**src/rtl/core_if_fetch_pkg.sv**
```systemverilog
// Shared defines, entry type and helpers for the instruction-fetch stage.
// Optional misaligned-target checking is enabled by defining CORE_IF_MISALIGN_CHK_EN.
`ifndef CORE_XLEN
`define CORE_XLEN 32
`endif
`ifndef CORE_INST_WIDTH
`define CORE_INST_WIDTH 32
`endif
`ifndef CORE_RESET_PC
`define CORE_RESET_PC 32'h8000_0000
`endif
`ifndef CORE_IF_QUEUE_DEPTH
`define CORE_IF_QUEUE_DEPTH 2
`endif

package core_if_fetch_pkg;
  localparam int XLEN = `CORE_XLEN;
  localparam int ILEN = `CORE_INST_WIDTH;

  typedef struct packed {
    logic [XLEN-1:0] pc;
    logic [ILEN-1:0] inst;
    logic            err;
`ifdef CORE_IF_MISALIGN_CHK_EN
    logic            misalign;
`endif
    logic            filled;
  } if_entry_t;

  function automatic logic [XLEN-1:0] word_align(input logic [XLEN-1:0] addr);
    return addr & ~{{(XLEN-2){1'b0}}, 2'b11};
  endfunction
endpackage

```
**src/rtl/core_if_fetch_queue.sv**
```systemverilog
// In-order fetch queue: entries are reserved at request issue, filled by
// responses in order, and popped by ID. A flush clears every pointer.
module core_if_fetch_queue
  import core_if_fetch_pkg::*;
#(
  parameter int DEPTH = 2,
  localparam int PW = $clog2(DEPTH)
) (
  input  logic            clk,
  input  logic            rst,
  input  logic            clear,
  input  logic            alloc,
  input  logic [XLEN-1:0] alloc_pc,
  input  logic            fill,
  input  logic [ILEN-1:0] fill_inst,
  input  logic            fill_err,
  input  logic            pop,
`ifdef CORE_IF_MISALIGN_CHK_EN
  input  logic            push_mis,
  input  logic [XLEN-1:0] mis_pc,
`endif
  output logic [PW:0]     cnt,
  output logic [PW:0]     unfilled,
  output if_entry_t       head
);

  if_entry_t   entries [DEPTH];
  if_entry_t   alloc_entry;
  logic [PW:0] alloc_ptr;
  logic [PW:0] fill_ptr;
  logic [PW:0] head_ptr;

  // Pointers carry an extra wrap bit so full and empty are distinguishable.
  assign cnt      = alloc_ptr - head_ptr;
  assign unfilled = alloc_ptr - fill_ptr;
  assign head     = entries[head_ptr[PW-1:0]];

  always_comb begin
    alloc_entry    = '0;
    alloc_entry.pc = alloc_pc;
  end

`ifdef CORE_IF_MISALIGN_CHK_EN
  if_entry_t mis_entry;
  always_comb begin
    mis_entry          = '0;
    mis_entry.pc       = mis_pc;
    mis_entry.misalign = 1'b1;
    mis_entry.filled   = 1'b1;
  end
`endif

  always_ff @(posedge clk or posedge rst) begin
    if (rst) begin
      alloc_ptr <= '0;
      fill_ptr  <= '0;
      head_ptr  <= '0;
      for (int i = 0; i < DEPTH; i++) entries[i] <= '0;
    end else if (clear) begin
      alloc_ptr <= '0;
      fill_ptr  <= '0;
      head_ptr  <= '0;
      for (int i = 0; i < DEPTH; i++) entries[i].filled <= 1'b0;
`ifdef CORE_IF_MISALIGN_CHK_EN
      if (push_mis) begin
        entries[0] <= mis_entry;
        alloc_ptr  <= {{PW{1'b0}}, 1'b1};
        fill_ptr   <= {{PW{1'b0}}, 1'b1};
      end
`endif
    end else begin
      if (alloc) begin
        entries[alloc_ptr[PW-1:0]] <= alloc_entry;
        alloc_ptr <= alloc_ptr + {{PW{1'b0}}, 1'b1};
      end
      if (fill) begin
        entries[fill_ptr[PW-1:0]].inst   <= fill_inst;
        entries[fill_ptr[PW-1:0]].err    <= fill_err;
        entries[fill_ptr[PW-1:0]].filled <= 1'b1;
        fill_ptr <= fill_ptr + {{PW{1'b0}}, 1'b1};
      end
      if (pop) begin
        head_ptr <= head_ptr + {{PW{1'b0}}, 1'b1};
      end
    end
  end

endmodule

```
**src/rtl/core_if_fetch.sv**
```systemverilog
// Instruction-fetch stage: owns the PC, issues word fetches, discards stale
// responses after a redirect. Misaligned-target trap entries: CORE_IF_MISALIGN_CHK_EN.
module core_if_fetch
  import core_if_fetch_pkg::*;
#(
  parameter logic [XLEN-1:0] RESET_PC    = `CORE_RESET_PC,
  parameter int              QUEUE_DEPTH = `CORE_IF_QUEUE_DEPTH
) (
  input  logic            i_clk,
  input  logic            i_rst,
  input  logic            i_flush,
  input  logic [XLEN-1:0] i_flush_pc,
  output logic            o_ifu_req_valid,
  input  logic            i_ifu_req_ready,
  output logic [XLEN-1:0] o_ifu_req_addr,
  input  logic            i_ifu_rsp_valid,
  input  logic [ILEN-1:0] i_ifu_rsp_inst,
  input  logic            i_ifu_rsp_err,
  output logic            o_ifu_rsp_ready,
  output logic            o_id_valid,
  input  logic            i_id_ready,
  output logic [ILEN-1:0] o_id_inst,
  output logic [XLEN-1:0] o_id_pc,
`ifdef CORE_IF_MISALIGN_CHK_EN
  output logic            o_id_misalign,
`endif
  output logic            o_id_bus_err
);

  localparam int PW = $clog2(QUEUE_DEPTH);
  localparam logic [PW:0]     DEPTH_C = (PW+1)'(QUEUE_DEPTH);
  localparam logic [XLEN-1:0] PC_STEP = XLEN'(32'd4);

  logic [XLEN-1:0] pc_r;
  logic [XLEN-1:0] pc_next;
  logic [PW:0]     drop_cnt;
  logic [PW:0]     drop_next;
  logic [PW:0]     drop_flush;
  logic [PW+1:0]   drop_sum;
  logic [PW:0]     cnt;
  logic [PW:0]     unfilled;
  if_entry_t       head;
  logic            req_hs;
  logic            fill;
  logic            pop;
  logic            stall;

`ifdef CORE_IF_MISALIGN_CHK_EN
  logic stall_r;
  logic mis_flush;
  assign mis_flush = i_flush && (i_flush_pc[1:0] != 2'b00);
  assign stall     = stall_r;

  // A misaligned redirect parks fetch until the next flush.
  always_ff @(posedge i_clk or posedge i_rst) begin
    if (i_rst) stall_r <= 1'b0;
    else if (i_flush) stall_r <= mis_flush;
  end
  assign o_id_misalign = head.misalign;
`else
  assign stall = 1'b0;
`endif

  assign o_ifu_req_valid = !i_rst && !i_flush && (cnt < DEPTH_C) && !stall;
  assign o_ifu_req_addr  = pc_r;
  assign o_ifu_rsp_ready = 1'b1;
  assign req_hs          = o_ifu_req_valid && i_ifu_req_ready;
  assign fill            = i_ifu_rsp_valid && !i_flush && (drop_cnt == '0);
  assign o_id_valid      = head.filled && (cnt != '0) && !i_flush;
  assign pop             = o_id_valid && i_id_ready;
  assign o_id_inst       = head.inst;
  assign o_id_pc         = head.pc;
  assign o_id_bus_err    = head.err;

  // A response in the flush cycle retires either a pending drop or the oldest
  // unfilled entry; both are already in drop_cnt + unfilled, so always subtract it.
  always_comb begin
    drop_sum = {1'b0, drop_cnt} + {1'b0, unfilled} - {{(PW+1){1'b0}}, i_ifu_rsp_valid};
    if (drop_sum > {1'b0, DEPTH_C}) drop_flush = DEPTH_C;
    else drop_flush = drop_sum[PW:0];
    if (i_flush) drop_next = drop_flush;
    else if (i_ifu_rsp_valid && (drop_cnt != '0)) drop_next = drop_cnt - {{PW{1'b0}}, 1'b1};
    else drop_next = drop_cnt;
  end

  always_comb begin
    if (i_flush) pc_next = word_align(i_flush_pc);
    else if (req_hs) pc_next = pc_r + PC_STEP;
    else pc_next = pc_r;
  end

  always_ff @(posedge i_clk or posedge i_rst) begin
    if (i_rst) begin
      pc_r     <= RESET_PC;
      drop_cnt <= '0;
    end else begin
      pc_r     <= pc_next;
      drop_cnt <= drop_next;
    end
  end

  core_if_fetch_queue #(.DEPTH(QUEUE_DEPTH)) u_queue (
    .clk       (i_clk),
    .rst       (i_rst),
    .clear     (i_flush),
    .alloc     (req_hs),
    .alloc_pc  (pc_r),
    .fill      (fill),
    .fill_inst (i_ifu_rsp_inst),
    .fill_err  (i_ifu_rsp_err),
    .pop       (pop),
`ifdef CORE_IF_MISALIGN_CHK_EN
    .push_mis  (mis_flush),
    .mis_pc    (i_flush_pc),
`endif
    .cnt       (cnt),
    .unfilled  (unfilled),
    .head      (head)
  );

endmodule

```
**config.mk**
```make
export PLATFORM = sky130hd
export DESIGN_NAME = core_if_fetch
export DESIGN_NICKNAME = d
export VERILOG_FILES = /design/src/rtl/core_if_fetch_pkg.sv /design/src/rtl/core_if_fetch_queue.sv /design/src/rtl/core_if_fetch.sv
export SDC_FILE = /design/constraint.sdc
export NUM_CORES = 1
export LEC_CHECK = 0
export ABC_CLOCK_PERIOD_IN_PS = 8800
export BUFFER_PORTS_ARGS = -buffer_cell sky130_fd_sc_hd__buf_2
export CAP_MARGIN = 20
export CORE_UTILIZATION = 44
export DETAILED_ROUTE_END_ITERATION = 10
export GPL_ROUTABILITY_DRIVEN = 0
export GPL_TIMING_DRIVEN = 1
export PLACE_DENSITY = 0.7
export RECOVER_POWER = 100
export SYNTH_ARGS = -nofsm -noshare
export SYNTH_HDL_FRONTEND = slang
export SYNTH_SLANG_ARGS = --single-unit
```
**constraint.sdc**
```tcl
create_clock -name i_clk -period 8.8 [get_ports i_clk]
set_input_delay 1.32 -clock i_clk [delete_from_list [all_inputs] [get_ports i_clk]]
set_output_delay 1.32 -clock i_clk [all_outputs]
set_load 0.02 [all_outputs]
```
# ---- Word-level counts from Yosys, hierarchy flattened
# Index checks and enable logic that the tools add are counted.
dict set report totals {
  reg_bits 172
  in_bits 71
  wordCells 83
}
dict set report op_classes {
  add_sub_neg 9
  magnitude_cmp 7
  n_mux 31
  bitwise_logic 3
  reduce_logical 20
}
# operator n
set op_table {}
lappend op_table {{132-bit bitwise mux} 4}
lappend op_table {{132-bit 2-to-1 mux} 3}
lappend op_table {{66-bit demux with 1-bit select} 4}
lappend op_table {{66-bit 2-to-1 mux} 4}
lappend op_table {{32-bit 2-to-1 mux} 2}
lappend op_table {{34-bit 2-to-1 mux} 1}
lappend op_table {{32-bit by 3-bit adder with 32-bit output, second input constant} 1}
lappend op_table {{2-bit 2-to-1 mux} 10}
lappend op_table {{2-bit nonzero test} 6}
lappend op_table {{1-bit logical AND} 11}
lappend op_table {{2-bit by 1-bit adder with 2-bit output, second input constant} 3}
lappend op_table {{2-bit >= comparator, second input constant} 3}
lappend op_table {{1-bit inverter with 2-bit output} 3}
lappend op_table {{2-bit by 1-bit less-than comparator with 1-bit output, second input constant} 2}
lappend op_table {{2-bit subtractor} 2}
lappend op_table {{2-bit by 2-bit adder with 3-bit output} 1}
lappend op_table {{3-bit by 2-bit greater-than comparator with 1-bit output, second input constant} 1}
lappend op_table {{1-bit 2-to-1 mux} 3}
lappend op_table {{3-bit by 1-bit subtractor with 3-bit output} 1}
lappend op_table {{1-bit logical NOT} 2}
lappend op_table {{2-bit logical NOT} 1}
lappend op_table {{2-bit less-than comparator, second input constant} 1}
lappend op_table {{2-bit by 1-bit subtractor with 2-bit output, second input constant} 1}

# ---- Logic depth before layout (Yosys ltp)
# Gate-level depths: netlist (run 1).
dict set report logic_depth {
  ltp_word 13
  depth_mapped 11
}

# ---- By module
# A second synthesis (run 1) with hierarchy kept.
dict set report unflattened {
  cells_unflattened 652
  area_unflattened_um2 8070.2
}
# module n_inst cells_per_inst area_per_inst_um2 seq_area_each_um2
set modules_own_cells {}
lappend modules_own_cells {core_if_fetch_queue 1 400 5974.5 3453.3}
lappend modules_own_cells {core_if_fetch 1 252 2095.8 802.0}

# ---- Worst setup path after synthesis (run 1)
# OpenSTA, ideal clock, no wires.
dict set report synth_path {
  path_type {input -> output}
  startpoint {input port i_flush}
  endpoint {output port o_id_valid}
  t_arrival_ps 2100
  required_time_ps 7480
  setup_slack_ps 5380
  stages 2
  n_path_buf 1
  cell_sequence {clkbuf_1 a211oi_1}
}
dict set report synth_via {
  elab_chain_cells 2
}
# element line_no
set synth_lines {}
lappend synth_lines {{start, declared} core_if_fetch.sv:11} ;# input logic i_flush,
lappend synth_lines {{1-bit logical NOT} core_if_fetch.sv:69} ;# assign o_id_valid = head.filled && (cnt != '0) && !i_flush;
lappend synth_lines {{1-bit logical AND} core_if_fetch.sv:69}
lappend synth_lines {{end, declared} core_if_fetch.sv:20} ;# output logic o_id_valid,
# Every way passes these cells.

# ---- Worst setup path in the final report (run 1)
dict set report layout_path {
  startpoint {input port i_flush}
  endpoint {register u_queue.entries[88] in the netlist's numbering}
}
dict set report layout_via {
  elab_chain_cells 10
  elab_cells_between_ends 12
  classes_between {mux (6); reduce/logical (6)}
}
# element line_no
set layout_lines {}
lappend layout_lines {{1-bit logical NOT} {core_if_fetch.sv:64, core_if_fetch.sv:68}}
lappend layout_lines {{1-bit logical AND (2 in series)} core_if_fetch.sv:64} ;# assign o_ifu_req_valid = !i_rst && !i_flush && (cnt < DEPTH_C) && !stall;
lappend layout_lines {{1-bit logical AND} core_if_fetch.sv:67} ;# assign req_hs = o_ifu_req_valid && i_ifu_req_ready;
lappend layout_lines {{132-bit 2-to-1 mux} core_if_fetch_queue.sv:72} ;# if (alloc) begin
lappend layout_lines {{132-bit 2-to-1 mux} core_if_fetch_queue.sv:59} ;# end else if (clear) begin
lappend layout_lines {{132-bit bitwise mux} core_if_fetch_queue.sv:77} ;# entries[fill_ptr[PW-1:0]].inst <= fill_inst;
lappend layout_lines {{132-bit bitwise mux} core_if_fetch_queue.sv:78} ;# entries[fill_ptr[PW-1:0]].err <= fill_err;
lappend layout_lines {{132-bit bitwise mux} core_if_fetch_queue.sv:79} ;# entries[fill_ptr[PW-1:0]].filled <= 1'b1;
lappend layout_lines {{132-bit 2-to-1 mux} core_if_fetch_queue.sv:76} ;# if (fill) begin
lappend layout_lines {{end signal, assigned by index} core_if_fetch_queue.sv:73} ;# entries[alloc_ptr[PW-1:0]] <= alloc_entry;
lappend layout_lines {{end, declared} core_if_fetch_queue.sv:27} ;# if_entry_t entries [DEPTH];
# Parallel ways exist; a longest one is shown, timed or not. The select of a mux whose other input is x is not followed.
# A chain may end at the register's enable or synchronous reset.

==> impl_results.md, run 1 <==
- Post-Synthesis Cells: approximately 700
- Number of synthesized flops with an enable pin: 0
- Setup CP Type: input pin to register
- Async set-reset flop share out of synthesis: 1.000
- Pre-CTS setup slack: about 5000 ps
- Fin crit share: 0.6464
- DIE AREA: between 0.015 and 0.02 mm^2
- Failing checks: capacitance limit, slew limit
- Synth unique cells: 59
- Arr. time, crit path: a little over 6000 ps
- Area post-placement: 0.008792 mm^2
- Clock edge transition at the registers on the reported setup and hold paths: 60 ps
- Worst Setup Start Kind: input pin
- # rows: 48
- Worst EP required: 9150 ps
- Syn Std Cell Area: ~0.008 mm^2
- Core box area: 0.01742 mm^2
- Seq cells post-synth: 166
- H-tree depth: 4
- Static leakage: around 4.3 nW
- XOR/XNOR Fraction of Synth Area: 0.01627
- Global-route usage over all layers: 0.2098
- Register area: between 0.004 and 0.005 mm^2
- Routed Antenna Nets: 0
- Crit Path Max Fanout: 52
- Cts bufs inserted: 17
- Ports: ~170
- Remaining Overflow, GRT: 0
- # DRC: 0
- Syn Area/Cell: 11.36 um^2
- PD cells: slightly below 300 mW/mm^2
- Vias in the first global route: ~6000
- Worst hold slack: roughly 480 ps
- Final setup violating endpoints: 0
- Commonest non-fill, non-tap cell in the layout: dfrtp_1
- Final min period: around 5700 ps
- Post-synthesis mux area share: 0.1661
- Initial DRC Count: 330
- Die width: around 140 um
- Final Hold Fails: 0
- Max Clock Freq: approximately 180 MHz
- Setup_tns: 0 ps
- Final instance area: between 0.009 and 0.01 mm^2
- Clock latency at the later pin of the worst-skew pair: roughly 420 ps
- Post-synthesis simple-gate area fraction: 0.1383
- Post-DR wirelength/cell: between 15 and 20 um
- Pin count of the biggest net entering global routing: between 90 and 100
- Most frequent cells in the layout: 164 x dfrtp_1, 117 x nand2_1, 111 x mux2_2, 98 x clkbuf_1, 70 x buf_2
- Hold-fix buffers, CTS: 0
- Clk root buf: clkbuf_16
- Sequential fraction of the synthesis area: 0.5247
- Share of cells above drive strength 1: 0.2696
- Worst hold path type: register to register
- Multi-input combinational cell area: about 0.0034 mm^2
- Pre-Repair DR Iteration Count: 4
- Slack of the critical path: 3112 ps
- Compound-Gate Fraction of Synth Area: 0.09449
- P&R area growth vs syn: 17.00%
- Via count: roughly 5900
- Overall power: between 2 and 3 mW
- Status: complete, but fails checks
- Clock Skew: just under 10 ps
- Peak supply drop: ~0.00015 V
- Crit. End Element: register
- Post-Synth Adder-Cell Area: 0.01359
- Input/output buffers: about 160
- WL final: 18670 um
- CTS resizes: 0
- Die Height: 136.2 um
- Setup Buffers After CTS: 0
- Unrepaired setup endpoints after global routing: false
- CTS max path bufs: 2
- Clock Sinks: around 170
- Layout Nets: 919
- Starting Density: 0.4547
- Synthesis Warnings: 0
- CTS tree: yes
- Avg Vias per Cell: 5.443
- Top FF cell, synth: dfrtp_1
- Max-slew headroom: -1.805
- Global-route wire length before repair: around 30000 um
- Slew Limit Fails: roughly 180
- Filler Cell Count: ~1600
- Least-Margin Pin Slew: approximately 4200 ps
- HPWL after DPL: roughly 12000 um
- Largest family of logic cells by synthesized area: multiplexers
- Antenna violations before repair: 2
- Max-cap violations: 3
[area by class of cell]
class / count / area share
sequential: 166 / 0.4486
multi-input combinational: 471 / 0.3656
timing repair buffer: 171 / 0.08116
clock buffer: 22 / 0.05010
tap: 225 / 0.03038
clock inverter: 10 / 0.01823
inverter: 13 / 0.005402
antenna: 2 / 0.0005402
[routing by layer]
layer	share of wire	vias to the layer above	global-route usage
met5	0	-	0
met2	0.47	162	0.3384
met3	0.069	19	0.05779
met4	0.014	0	0.07160
li1	-	2761	-
met1	0.45	2936	0.2706
[cell families (layout without fill, tap and decap cells)]
kind of cell / count (synthesis) / in the layout
AOI/OAI and AO/OA: 102 / 102
xor gates and xnor gates: 13 / 13
adders and majority gates: 8 / 8
buffers and inverters: 63 / 216
DFF: 166 / 166
muxes: 117 / 117
other: 2 / 7
and+or+nand+nor: 226 / 226
[stage by stage]
step / util / cells
after CTS: 0.5412 / 1078
after detailed placement: 0.5048 / 1046
after global routing: 0.5318 / 1079
final: 0.5320 / 1080
after global placement: 0.5048 / 1046
after floorplan: - / 700
[cells in the mapped netlist (4+ instances only)]
cell type | instances | area [um^2]
and2_1 | 6 | 37.54
nor2_1 | 17 | 63.81
mux2_2 | 112 | 1261
a21oi_1 | 7 | 35.03
ha_1 | 7 | 87.58
nor3_1 | 4 | 20.02
nand4_1 | 10 | 62.56
clkbuf_1 | 23 | 86.33
and3_1 | 5 | 31.28
o21ai_0 | 24 | 120.1
inv_1 | 13 | 48.80
xor2_1 | 9 | 78.83
o211ai_1 | 12 | 90.09
nand3_1 | 50 | 250.2
buf_4 | 9 | 67.56
o311ai_0 | 9 | 78.83
a22o_1 | 33 | 289.0
nand2_1 | 116 | 435.4
buf_2 | 6 | 30.03
dfrtp_1 | 165 | 4129
buf_6 | 6 | 67.56
[report_power, final]
part / switching [mW] / internal (mW)
registers: 0.136 / 0.998
clock network: 0.305 / 0.494
logic: 0.423 / 0.319
total: 0.863 / 1.81
[state kept, by name, indices dropped and copies added, names as in the netlist]
| register | cells |
|---|---|
| u_queue.alloc_ptr | 2 |
| drop_cnt | 2 |
| u_queue.entries | 128 |
| u_queue.fill_ptr | 2 |
| o_ifu_req_addr | 30 |
| u_queue.head_ptr | 2 |
[final timing paths]
path                                                  start                                to  slack [ps]  cells after the start
setup / recovery                                    i_flush   u_queue.entries[88]$_DFFE_PP0N_        3110                      8
hold / removal             u_queue.entries[116]$_DFFE_PP0P_  u_queue.entries[116]$_DFFE_PP0P_         480                      2
setup reg to reg           u_queue.alloc_ptr[0]$_DFFE_PP0N_   u_queue.entries[88]$_DFFE_PP0N_        4940                      8
min in group asynchronous                             i_rst    o_ifu_req_addr[21]$_DFFE_PP0N_        2170                      2
hold reg to reg            u_queue.entries[116]$_DFFE_PP0P_  u_queue.entries[116]$_DFFE_PP0P_         480                      2
max in group asynchronous                             i_rst   u_queue.head_ptr[0]$_DFFE_PP0P_        4350                      3
[critical path, stage by stage]
cell and delay [ps]:
buf_2 70, clkbuf_1 1620, nor2_1 240, nand3_1 600, nor2_1 390, o21ai_2 210
clkbuf_1 1240, a22o_1 300
(Power assumes the default switching activity.)
==> run 2, diff against run 1 <==
- ABC_CLOCK_PERIOD_IN_PS: 8800 -> 5900
- clock period: 8.8 -> 5.9 ns (I/O delays scaled with it)
==> impl_results.md, run 2 (same netlist as run 1, synthesis figures left out) <==
- Share of cells above drive strength 1: 0.2763
- Crit Path Max Fanout: 52
- CTS tree: yes
- Setup Buffers After CTS: 0
- Global-route wire length before repair: 30220 um
- Commonest non-fill, non-tap cell in the layout: dfrtp_1
- Clock Sinks: 166
- Pin count of the biggest net entering global routing: 70
- PD cells: 421.9 mW/mm^2
- Peak supply drop: around 0.00022 V
- Antenna violations before repair: 3
- Starting Density: 0.4547
- # DRC: 0
- Biggest register: u_queue.entries
- Register area: 0.004155 mm^2
- Largest register FFs: 128
- Fin crit share: 0.7555
- Status: complete, but fails checks
- # rows: between 40 and 50
- Layout Nets: 920
- Worst Setup Start Kind: input pin
- Cts bufs inserted: 17
- Max-slew headroom: -0.7007
- Avg Vias per Cell: ~5.4
- Pre-Repair DR Iteration Count: 4
- WL final: 18820 um
- Setup_tns: 0 ps
- Max-cap violations: 3
- HPWL after DPL: 12150 um
- Ports: between 150 and 200
- Clock latency at the later pin of the worst-skew pair: about 430 ps
- Filler Cell Count: 1581
- Remaining Overflow, GRT: 0
- Worst hold path type: register to register
- Crit. End Element: register
- Post-DR wirelength/cell: approximately 17 um
- Initial DRC Count: 301
- Setup CP Type: input pin to register
- Failing checks: capacitance limit, slew limit
- Util after Layout: 0.5297
- Arr. time, crit path: between 4000 and 5000 ps
- Hold Path Depth: 2
- Multi-input combinational cell area: between 0.003 and 0.004 mm^2
- Final Hold Fails: 0
- Least-Margin Pin Slew: 2537 ps
- Clock Skew: 10.83 ps
- CTS max path bufs: 2
- Vias in the first global route: 5814
- Static leakage: between 4 and 5 nW
- Pre-CTS setup slack: 2657 ps
- P&R area growth vs syn: 16.50%
- Slew Limit Fails: 153
- Final min period: 4458 ps
- Most frequent cells in the layout: 165 x dfrtp_1, 117 x nand2_1, 110 x mux2_2, 93 x clkbuf_1, 72 x buf_2
- Input/output buffers: about 160
- Slack of the critical path: around 1400 ps
- Routed Antenna Nets: 0
- H-tree depth: 4
- Worst EP required: 6210 ps
- Die width: 136.2 um
- R2R depth: 7
- Final setup violating endpoints: 0
- DIE AREA: 0.01854 mm^2
- Unrepaired setup endpoints after global routing: false
- Via count: roughly 5800
- Clock edge transition at the registers on the reported setup and hold paths: 60 ps
- Die Height: approximately 140 um
- Clk root buf: clkbuf_16
- Global-route usage over all layers: 0.2118
- Hold-fix buffers, CTS: 0
- Max Clock Freq: between 200 and 250 MHz
- Core box area: about 0.017 mm^2
- CTS resizes: 0
run 2: changes by cell type in the layout (fill, tap and decap cells not counted), moves of 3 or more:
cell	previous run	this run
clkinv_4	3	0
clkinv_2	1	4
clkinvlp_4	0	3
clkbuf_1	98	93
run 2: final cells by class:
| cell class | count | share of cell area |
|---|---|---|
| inverter | 13 | 0.005425 |
| clock buffer | 18 | 0.04652 |
| timing repair buffer | 172 | 0.08246 |
| tap | 225 | 0.03052 |
| clock inverter | 14 | 0.01614 |
| sequential | 166 | 0.4504 |
| multi-input combinational | 471 | 0.3682 |
| antenna | 1 | 0.0002713 |
run 2: worst paths after layout:
kind	from	endpoint	slack [ps]
max	i_flush	u_queue.entries[123]$_DFFE_PP0P_	1440
min	u_queue.entries[59]$_DFFE_PP0P_	u_queue.entries[59]$_DFFE_PP0P_	470
max reg2reg	u_queue.head_ptr[0]$_DFFE_PP0P_	u_queue.entries[72]$_DFFE_PP0N_	1710
min reg2reg	u_queue.entries[59]$_DFFE_PP0P_	u_queue.entries[59]$_DFFE_PP0P_	470
max in group asynchronous	i_rst	u_queue.entries[49]$_DFFE_PP0P_	2460
min in group asynchronous	i_rst	u_queue.entries[57]$_DFFE_PP0P_	1190
run 2: where the power goes:
part / switching (mW) / leakage (nW) / internal [mW]
sequential: 0.204 / 2.13 / 1.49
clock: 0.470 / 0.279 / 0.628
combinational: 0.626 / 1.91 / 0.477
run 2: stage by stage:
stage / hold WS, ps / cells / power (mW) / area [um^2]
finish: 473.2 / 1080 / 3.892 / 9225
global route: 508.0 / 1079 / 4.126 / 9223
CTS: 479.2 / 1079 / 3.984 / 9378
detailed placement: 465.2 / 1047 / 2.866 / 8800
global placement: 457.4 / 1047 / 2.830 / 8800
floorplan: 444.4 / 700 / 2.515 / 7930
run 2: critical path: stages:
cell and delay [ps]:
buf_2 80, clkbuf_1 1650, nor2_1 280, and3_4 430, nand2_1 980, mux2_2 430
run 2: layer usage:
metal / share of wire / up-vias / GRT usage
li1: - / 2763 / -
met1: 0.45 / 2839 / 0.2759
met2: 0.47 / 164 / 0.3376
met5: 0.00085 / - / 0
met4: 0.011 / 2 / 0.07284
met3: 0.070 / 18 / 0.05928
